$ cat src/rtl/pbus_clock_group_reset_sequencer_pkg.sv
// Shared types and constants for the subsystem_pbus_0 clock-group
// reset sequencer: state encoding, output decode and counter sizing.
package pbus_clock_group_reset_sequencer_pkg;

    typedef enum logic [2:0] {
        ST_SYNC,
        ST_HOLD,
        ST_RUN,
        ST_DRAIN,
        ST_ASSERT,
        ST_GATE
    } state_e;

    typedef struct packed {
        logic rst;
        logic clk_en;
        logic drain_req;
        logic busy;
    } ctl_t;

    localparam int DEF_SYNC_STAGES   = 3;
    localparam int DEF_HOLD_CYCLES   = 16;
    localparam int DEF_ASSERT_CYCLES = 2;
    localparam int DEF_GATE_CYCLES   = 4;
    localparam int DEF_DRAIN_TIMEOUT = 255;

    // Counter must reach every terminal count, including DRAIN_TIMEOUT.
    function automatic int cnt_width(input int hold, input int drain_to,
                                     input int asrt, input int gate);
        int m;
        m = hold;
        if (drain_to + 1 > m) m = drain_to + 1;
        if (asrt > m) m = asrt;
        if (gate > m) m = gate;
        return (m > 2) ? $clog2(m) : 1;
    endfunction

    // Domain controls as seen while sitting in a given state.
    function automatic ctl_t decode(input state_e s);
        ctl_t c;
        c = '{rst: 1'b1, clk_en: 1'b0, drain_req: 1'b0, busy: 1'b1};
        unique case (s)
            ST_SYNC:   c = '{rst: 1'b1, clk_en: 1'b0, drain_req: 1'b0, busy: 1'b1};
            ST_HOLD:   c = '{rst: 1'b1, clk_en: 1'b1, drain_req: 1'b0, busy: 1'b1};
            ST_RUN:    c = '{rst: 1'b0, clk_en: 1'b1, drain_req: 1'b0, busy: 1'b0};
            ST_DRAIN:  c = '{rst: 1'b0, clk_en: 1'b1, drain_req: 1'b1, busy: 1'b1};
            ST_ASSERT: c = '{rst: 1'b1, clk_en: 1'b1, drain_req: 1'b0, busy: 1'b1};
            ST_GATE:   c = '{rst: 1'b1, clk_en: 1'b0, drain_req: 1'b0, busy: 1'b1};
            default:   c = '{rst: 1'b1, clk_en: 1'b0, drain_req: 1'b0, busy: 1'b1};
        endcase
        return c;
    endfunction

endpackage

$ cat src/rtl/pbus_clock_group_reset_sequencer_if.sv
// Control/handshake bundle between the clock-group reset sequencer
// and the bus / aggregator side.
interface pbus_clock_group_reset_sequencer_if;

    logic sw_reset_req;
    logic drain_ack;
    logic auto_out_member_subsystem_pbus_0_reset;
    logic clock_en;
    logic drain_req;
    logic sw_reset_done;
    logic drain_timeout;
    logic busy;

    modport master (
        input  sw_reset_req,
        input  drain_ack,
        output auto_out_member_subsystem_pbus_0_reset,
        output clock_en,
        output drain_req,
        output sw_reset_done,
        output drain_timeout,
        output busy
    );

    modport slave (
        output sw_reset_req,
        output drain_ack,
        input  auto_out_member_subsystem_pbus_0_reset,
        input  clock_en,
        input  drain_req,
        input  sw_reset_done,
        input  drain_timeout,
        input  busy
    );

endinterface

$ cat src/rtl/pbus_clock_group_reset_sequencer_reset_sync_chain.sv
// Reset-deassert synchroniser: asserts immediately, releases after
// STAGES clock edges. Shared by the clock-group sequencers.
module pbus_clock_group_reset_sequencer_reset_sync_chain
    import pbus_clock_group_reset_sequencer_pkg::*;
#(
    parameter int STAGES = DEF_SYNC_STAGES
) (
    input  logic clock,
    input  logic reset,
    output logic sync_out
);

    logic [STAGES-1:0] chain;

    // Any reset pulse, however short, reloads every stage with 1.
    always_ff @(posedge clock or posedge reset) begin
        if (reset) chain <= '1;
        else       chain <= {chain[STAGES-2:0], 1'b0};
    end

    assign sync_out = chain[STAGES-1];

endmodule

$ cat src/rtl/pbus_clock_group_reset_sequencer.sv
// Reset and clock-gate sequencer for the subsystem_pbus_0 clock group,
// including the software-requested drain / reset / gate sequence.
module pbus_clock_group_reset_sequencer
    import pbus_clock_group_reset_sequencer_pkg::*;
#(
    parameter int SYNC_STAGES   = DEF_SYNC_STAGES,
    parameter int HOLD_CYCLES   = DEF_HOLD_CYCLES,
    parameter int ASSERT_CYCLES = DEF_ASSERT_CYCLES,
    parameter int GATE_CYCLES   = DEF_GATE_CYCLES,
    parameter int DRAIN_TIMEOUT = DEF_DRAIN_TIMEOUT
) (
    input  logic clock,
    input  logic reset,
    pbus_clock_group_reset_sequencer_if.master bus
);

    localparam int CW = cnt_width(HOLD_CYCLES, DRAIN_TIMEOUT,
                                  ASSERT_CYCLES, GATE_CYCLES);

    localparam logic [CW-1:0] HOLD_LAST   = CW'(HOLD_CYCLES - 1);
    localparam logic [CW-1:0] ASSERT_LAST = CW'(ASSERT_CYCLES - 1);
    localparam logic [CW-1:0] GATE_LAST   = CW'(GATE_CYCLES - 1);
    localparam logic [CW-1:0] DRAIN_LAST  = CW'(DRAIN_TIMEOUT);
    localparam logic [CW-1:0] CNT_MAX     = '1;

    logic          sync_out;
    state_e        state;
    state_e        nxt;
    logic [CW-1:0] cnt;
    logic [CW-1:0] cnt_nxt;
    logic          sw_seq;
    logic          sw_seq_nxt;
    logic          set_tmo;
    logic          done_nxt;
    ctl_t          ctl_nxt;

    logic rst_q;
    logic en_q;
    logic dreq_q;
    logic busy_q;
    logic done_q;
    logic tmo_q;

    pbus_clock_group_reset_sequencer_reset_sync_chain #(
        .STAGES (SYNC_STAGES)
    ) u_sync (
        .clock    (clock),
        .reset    (reset),
        .sync_out (sync_out)
    );

    // Next-state, counter and event decode for the sequencer.
    always_comb begin
        nxt        = state;
        cnt_nxt    = (cnt == CNT_MAX) ? cnt : cnt + CW'(1);
        sw_seq_nxt = sw_seq;
        set_tmo    = 1'b0;
        done_nxt   = 1'b0;
        unique case (state)
            ST_SYNC: begin
                cnt_nxt = '0;
                if (!sync_out) nxt = ST_HOLD;
            end
            ST_HOLD: begin
                if (cnt == HOLD_LAST) begin
                    nxt        = ST_RUN;
                    cnt_nxt    = '0;
                    done_nxt   = sw_seq;
                    sw_seq_nxt = 1'b0;
                end
            end
            ST_RUN: begin
                cnt_nxt = '0;
                if (bus.sw_reset_req) begin
                    nxt        = ST_DRAIN;
                    sw_seq_nxt = 1'b1;
                end
            end
            ST_DRAIN: begin
                if (bus.drain_ack) begin
                    nxt     = ST_ASSERT;
                    cnt_nxt = '0;
                end else if (cnt == DRAIN_LAST) begin
                    nxt     = ST_ASSERT;
                    cnt_nxt = '0;
                    set_tmo = 1'b1;
                end
            end
            ST_ASSERT: begin
                if (cnt == ASSERT_LAST) begin
                    nxt     = ST_GATE;
                    cnt_nxt = '0;
                end
            end
            ST_GATE: begin
                if (cnt == GATE_LAST) begin
                    nxt     = ST_HOLD;
                    cnt_nxt = '0;
                end
            end
            default: begin
                nxt     = ST_SYNC;
                cnt_nxt = '0;
            end
        endcase
        ctl_nxt = decode(nxt);
    end

    // State register with outputs registered from the next state.
    always_ff @(posedge clock or posedge reset) begin
        if (reset) begin
            state  <= ST_SYNC;
            cnt    <= '0;
            sw_seq <= 1'b0;
            rst_q  <= 1'b1;
            en_q   <= 1'b0;
            dreq_q <= 1'b0;
            busy_q <= 1'b1;
            done_q <= 1'b0;
            tmo_q  <= 1'b0;
        end else begin
            state  <= nxt;
            cnt    <= cnt_nxt;
            sw_seq <= sw_seq_nxt;
            rst_q  <= ctl_nxt.rst;
            en_q   <= ctl_nxt.clk_en;
            dreq_q <= ctl_nxt.drain_req;
            busy_q <= ctl_nxt.busy;
            done_q <= done_nxt;
            tmo_q  <= tmo_q | set_tmo;
        end
    end

    assign bus.auto_out_member_subsystem_pbus_0_reset = rst_q;
    assign bus.clock_en      = en_q;
    assign bus.drain_req     = dreq_q;
    assign bus.busy          = busy_q;
    assign bus.sw_reset_done = done_q;
    assign bus.drain_timeout = tmo_q;

endmodule

$ cat src/flat_wrapper.sv
// flat-port wrapper written by rule: the top's interface ports become plain ports
module pbus_clock_group_reset_sequencer_flat import pbus_clock_group_reset_sequencer_pkg::*;
#(
    parameter int SYNC_STAGES   = DEF_SYNC_STAGES,
    parameter int HOLD_CYCLES   = DEF_HOLD_CYCLES,
    parameter int ASSERT_CYCLES = DEF_ASSERT_CYCLES,
    parameter int GATE_CYCLES   = DEF_GATE_CYCLES,
    parameter int DRAIN_TIMEOUT = DEF_DRAIN_TIMEOUT
)
  (clock, reset, bus_sw_reset_req, bus_drain_ack, bus_auto_out_member_subsystem_pbus_0_reset, bus_clock_en, bus_drain_req, bus_sw_reset_done, bus_drain_timeout, bus_busy);
  pbus_clock_group_reset_sequencer_if bus_i ();
  input  logic clock;
  input  logic reset;
  input wire logic [$bits(bus_i.sw_reset_req)-1:0] bus_sw_reset_req;
  input wire logic [$bits(bus_i.drain_ack)-1:0] bus_drain_ack;
  output wire logic [$bits(bus_i.auto_out_member_subsystem_pbus_0_reset)-1:0] bus_auto_out_member_subsystem_pbus_0_reset;
  output wire logic [$bits(bus_i.clock_en)-1:0] bus_clock_en;
  output wire logic [$bits(bus_i.drain_req)-1:0] bus_drain_req;
  output wire logic [$bits(bus_i.sw_reset_done)-1:0] bus_sw_reset_done;
  output wire logic [$bits(bus_i.drain_timeout)-1:0] bus_drain_timeout;
  output wire logic [$bits(bus_i.busy)-1:0] bus_busy;
  assign bus_i.sw_reset_req = bus_sw_reset_req;
  assign bus_i.drain_ack = bus_drain_ack;
  assign bus_auto_out_member_subsystem_pbus_0_reset = bus_i.auto_out_member_subsystem_pbus_0_reset;
  assign bus_clock_en = bus_i.clock_en;
  assign bus_drain_req = bus_i.drain_req;
  assign bus_sw_reset_done = bus_i.sw_reset_done;
  assign bus_drain_timeout = bus_i.drain_timeout;
  assign bus_busy = bus_i.busy;
  pbus_clock_group_reset_sequencer #(.SYNC_STAGES(SYNC_STAGES), .HOLD_CYCLES(HOLD_CYCLES), .ASSERT_CYCLES(ASSERT_CYCLES), .GATE_CYCLES(GATE_CYCLES), .DRAIN_TIMEOUT(DRAIN_TIMEOUT)) u_core (.clock(clock), .reset(reset), .bus(bus_i));
endmodule
$ cat config.mk
export PLATFORM = sky130hd
export DESIGN_NAME = pbus_clock_group_reset_sequencer_flat
export DESIGN_NICKNAME = d
export VERILOG_FILES = /design/src/rtl/pbus_clock_group_reset_sequencer_pkg.sv /design/src/rtl/pbus_clock_group_reset_sequencer_if.sv /design/src/rtl/pbus_clock_group_reset_sequencer_reset_sync_chain.sv /design/src/rtl/pbus_clock_group_reset_sequencer.sv /design/src/flat_wrapper.sv
export SDC_FILE = /design/constraint.sdc
export NUM_CORES = 1
export LEC_CHECK = 0
export BUFFER_PORTS_ARGS = -buffer_cell sky130_fd_sc_hd__buf_2
export CAP_MARGIN = 0
export CORE_MARGIN = 4
export CORE_UTILIZATION = 56
export DETAILED_ROUTE_END_ITERATION = 8
export PLACE_DENSITY = 0.81
export SETUP_SLACK_MARGIN = 0.4
export SLEW_MARGIN = 10
export SYNTH_ARGS = -nofsm -noshare
export SYNTH_HDL_FRONTEND = slang
export SYNTH_SLANG_ARGS = --single-unit
$ cat constraint.sdc
create_clock -name clock -period 2.06 [get_ports clock]
set_clock_uncertainty 0.1 [all_clocks]
set_input_delay 0.206 -clock clock [delete_from_list [all_inputs] [get_ports clock]]
set_output_delay 0.206 -clock clock [all_outputs]
set_load 0.005 [all_outputs]
# --- Word level (Yosys, flattened, before mapping) ---
# Cells that the tools add are included.
totals:
  reg_bits: 21
  latch_bits: 0
  ramBits: 0
  romBits: 0
  output_inout_bits: 6
  memories: 0
classes:
  n_addsub: 1
  multipliers: 0
  div: 0
  magnitude_cmp: 0
  n_eq_ne: 15
  shift: 0
  mux: 24
  bitwise: 1
  n_reduce_logical: 4
op_table:
  columns: ["op", "count"]
  rows:
  - ["2-to-1 mux 8 bit", 6]
  - ["case mux 8 bit (4 select lines)", 1]
  - ["2-to-1 mux 3 bit", 7]
  - ["case mux 3 bit (6 select lines)", 1]
  - ["== test 3 x 2 -> 1 bit, second input constant", 4]
  - ["case mux 4 bit (3 select lines)", 1]
  - ["== test 3 bit, second input constant", 3]
  - ["adder 8 x 1 -> 8 bit, second input constant", 1]
  - ["== test 8 x 1 -> 1 bit, second input constant", 1]
  - ["== test 8 x 2 -> 1 bit, second input constant", 1]
  - ["== test 8 x 4 -> 1 bit, second input constant", 1]
  - ["== test 8 bit, second input constant", 1]
  - ["2-to-1 mux 1 bit", 7]
  - ["== test 3 x 1 -> 1 bit, second input constant", 2]
  - ["logical NOT 3 bit", 1]
  - ["AND reduction 3 bit", 1]
  - ["inequality test 2 x 1 -> 1 bit, second input constant", 1]
  - ["inequality test 2 bit, second input constant", 1]
  - ["case mux 1 bit (2 select lines)", 1]
  - ["nonzero test 2 bit", 1]
  - ["OR reduction 2 bit", 1]
  - ["OR 1 bit", 1]

# --- Logic depth before layout (Yosys ltp) ---
logic_depth:
  ltp_word: 7
  ltp_mapped: 7
  mapped_depth_nobuf: 7

# --- Modules after synthesis ---
# From an unflattened synthesis, not the netlist that was laid out.
hier_totals:
  hier_cells: 102
  area_unflattened_um2: 1074.8
by_module_without_submodules:
  columns: ["mod", "instances", "cells_per_inst", "area_each_um2", "seq_area_each_um2"]
  rows:
  - ["pbus_clock_group_reset_sequencer", 1, 97, 988.4, 452.9]
  - ["pbus_clock_group_reset_sequencer_reset_sync_chain", 1, 5, 86.3, 78.8]

# --- Worst setup path after synthesis ---
# Ideal clock, no wire load.
synth_path:
  path_kind: "register -> register"
  from: "reg u_core.cnt[0]"
  to: "reg u_core.en_q (netlist: u_core.bus.clock_en)"
  setup_ns: 0.132
  arrival_ns: 1.602
  required_time_ns: 1.828
  slack_ns: 0.226
  stages_incl_launch_ff: 8
  path_buffers: 1
  synth_period_minus_slack_ns: 1.834
  path_cell_list: "dfrtp_1 -> ha_1 -> and3_2 -> buf_6 -> and3_1 -> o311ai_2 -> xnor2_1 -> nand2_1"
synth_rtl:
  columns: ["item", "line_no", "text"]
  rows:
  - ["start, declared", "pbus_clock_group_reset_sequencer.sv:29", "logic [CW-1:0] cnt;"]
  - ["start signal, assigned", "pbus_clock_group_reset_sequencer.sv:123", "cnt <= cnt_nxt;"]
  - ["end signal, assigned", "pbus_clock_group_reset_sequencer.sv:126", "en_q <= ctl_nxt.clk_en;"]
  - ["end, declared", "pbus_clock_group_reset_sequencer.sv:38", "logic en_q;"]

# --- Final worst setup path ---
layout_path:
  from: "reg u_core.cnt[5]"
  to: "reg u_core.cnt[1]"
layout_via:
  elab_chain_cells: 5
  word_cells_on_any_way: 11
  classes_between: "eq/ne: 4; mux: 7"
layout_lines:
  columns: ["item", "line_no", "text"]
  rows:
  - ["== test 8 bit", "pbus_clock_group_reset_sequencer.sv:55, pbus_clock_group_reset_sequencer.sv:83", null]
  - ["2-to-1 mux 8 bit", "pbus_clock_group_reset_sequencer.sv:55", "cnt_nxt = (cnt == CNT_MAX) ? cnt : cnt + CW'(1);"]
  - ["2-to-1 mux 8 bit", "pbus_clock_group_reset_sequencer.sv:83", "end else if (cnt == DRAIN_LAST) begin"]
  - ["2-to-1 mux 8 bit", "pbus_clock_group_reset_sequencer.sv:80", "if (bus.drain_ack) begin"]
  - ["case mux 8 bit (4 select lines) (*)", "pbus_clock_group_reset_sequencer.sv:59", "unique case (state)"]
  - ["named net u_core.cnt_nxt[1]", "pbus_clock_group_reset_sequencer.sv:30", "logic [CW-1:0] cnt_nxt;"]
# Mark *: on every way through the listed nets, which the timed path passes. The rest lies on a longest branch.
# A chain may end at the register's enable or synchronous reset.

==> impl_results.md <==
- Clk slew on worst S/H paths: 120 ps
- H-tree Lvls: 1
- Worst EP required: 2160 ps
- Minimum clock period: 1900 ps
- Initial antenna violation count: 0
- First drt pass iteration count: 4
- Largest area contributor in the netlist: dfrtp_1
- CP max FO: 5
- Final number of hold-violating endpoints: 0
- Drc violations: 0
- Most frequent cells in the layout: 10 x buf_4, 9 x buf_2, 9 x dfrtp_1
- Crit end category: flop
- Core area: 1780 µm²
- YS warnings: 0
- Die Wd: 51.9 µm
- Post-synth design cell area: 1080 µm²
- Max_cap viols: 0
- Number of fillers in the final layout: 101
- Dpl hpwl: 1.48 mm
- Clock buffer depth: 2
- Row Count: 15
- Switching Fraction: 0.220
- Netlist cell types: 40
- Fmax: 0.526 GHz
- NetSw: 0.139 mW
- Final period utilization: 0.922
- Setup total negative slack: 0 ps
- Worst reg2reg path depth: 6
- Vias post-DR: 894
- Final WL: 2.71 mm
- Port bufs: 9
- Syn_area_per_cell: 10.8 µm²
- CTS tree: built
- Vias per cell: 5.96
- First-pass GRT wire length: 3.97 mm
- Hold WC Path Type: input pin to flop
- Slew margin rel.: 0.483
- Sequential share of power: 0.660
- Ranking of synthesized cells by area: dfrtp_1 37%, dfstp_2 12%, ha_1 3.5%, inv_1 3.1%, nand2_1 3.1%
- Clock power frac: 0.315
- GRT Util Overall: 0.205
- Area Overhead vs Synth: 32.8%
- Ys async rst share: 1.00
- Worst-Skew Late Latency: 310 ps
- Antenna diode instance count: 0
- Root buffer cell: clkbuf_4
- Internal power: 0.494 mW
- Comb power frac: 0.025
- Nets: 133
- Synth top area share: 0.370
- Synth Instances: 100
- Pwr/cell area: 442 nW/µm²
- Final setup vio count: 0
- Post-layout util: 0.805
- Post-synthesis register bit count: 21
- Gpl congestion: 0.829
- Initial drt markers: 30
- Peak supply drop: 0.000402 V
- Most common cell after layout, fill and taps aside: buf_4
- Global route total overflow: 0
- Share of cells above drive strength 1: 0.528
- EDFF count, synth: 0
- Syn Nets: 107
- Min-Delay Path Depth: 3
- Pin count of the biggest net entering global routing: 22
- Remaining antenna violation count after routing: 0
- Io pins: 10
- Number of global-route vias before repair: 868
- Lkg Pwr: 0.639 nW
- Sequential area share after synthesis: 0.492
- Power, Total: 0.634 mW
- Crit path launch type: flop
- Arrival @ worst endpoint: 2000 ps
- Post-synth top flop: dfrtp_1
- Drt wl/cell: 18.0 µm
- RSZ-0062 raised after global routing: true
- Die height: 51.9 µm
- Clock buffer count from CTS: 3
- Status: finished, final reports clean
- Initial Util: 0.606
- WS Path Type: flop to flop
- Slew Viols, Final: 0
- Slew @ Worst Pin: 774 ps
- Clock net sink count: 21
- Min Hold Slack: 165 ps
- DIE AREA: 2700 µm²
flip-flops by register name, summed over array words and instances (netlist names):
signal	count
u_core.cnt	8
u_core.state	3
u_core.u_sync.chain	3
u_core.bus.auto_out_member_subsystem_pbus_0_reset	1
u_core.bus.busy	1
u_core.bus.clock_en	1
u_core.bus.drain_req	1
u_core.bus.drain_timeout	1
u_core.bus.sw_reset_done	1
u_core.sw_seq	1
per-layer routing:
metal / vias up / part of all wire / GRT usage
met5: - / 0 / 0
met3: 8 / 0.057 / 0.0372
met1: 441 / 0.40 / 0.222
li1: 409 / - / -
met4: 0 / 0.030 / 0.162
met2: 36 / 0.51 / 0.347
cell type report:
cell class / instances / area (µm²) / area share
tap: 25 / 31.3 / 0.0218
inverter: 9 / 33.8 / 0.0235
timing repair buffer: 24 / 175 / 0.122
clock inverter: 1 / 5.00 / 0.00349
multi-input combinational: 67 / 627 / 0.437
sequential: 21 / 541 / 0.377
clock buffer: 3 / 22.5 / 0.0157
logic make-up after synthesis:
group	after synthesis	share of synthesized area
compound gates	26	0.205
xor+xnor	3	0.0243
fa+ha+maj	3	0.0347
buf+inv	12	0.0590
flops	21	0.492
other cells	1	0.00347
simple gates	34	0.182
cell usage after synthesis, types with 3 or more instances:
cell and count:
nor2_1 7, a31oi_1 5, dfrtp_1 16, dfstp_2 5
nand2_1 9, a21oi_1 5, inv_1 9, nor2b_1 3
o21ai_0 3, ha_1 3
worst max-delay path: stages (launching register included):
cell,delay (ps)
dfrtp_2,440
or4_4,590
nor2_4,140
a221oi_4,90
buf_6,140
nor2_4,180
o32ai_2,100
metrics by stage:
stage,worst slack (ps),instances,instance area [µm²]
floorplan,278,100,1120
global placement,210,134,1190
detailed placement,124,134,1190
CTS,207,147,1380
global route,109,150,1440
finish,160,150,1440
worst paths after layout:
check                      slack (ps)              startpoint                     end
setup / recovery                  160           u_core.cnt[5]           u_core.cnt[1]
hold / removal                    170        bus_sw_reset_req           u_core.sw_seq
setup reg to reg                  160           u_core.cnt[5]           u_core.cnt[1]
hold reg to reg                   270  u_core.u_sync.chain[1]  u_core.u_sync.chain[2]
max in group asynchronous         860                   reset         u_core.state[2]
min in group asynchronous         470                   reset           u_core.cnt[0]
power by group through the flow:
stage	combinational (mW)	sequential (mW)	clock, mW
after floorplan	0.00764	0.426	0
after global placement	0.0127	0.426	0
after detailed placement	0.0133	0.426	0
after CTS	0.0152	0.419	0.202
after global routing	0.0182	0.419	0.228
final	0.0155	0.418	0.200
repair_timing:
action | in CTS | in global routing
resized for setup | 21 | 9
setup endpoints to repair | 12 | 14
buffers inserted | 8 | 3
hold buffers | 1 | 0
hold endpoints to repair | 16 | 0
pin swaps | 12 | 6
Note: power is estimated with default switching activity, not from simulation.
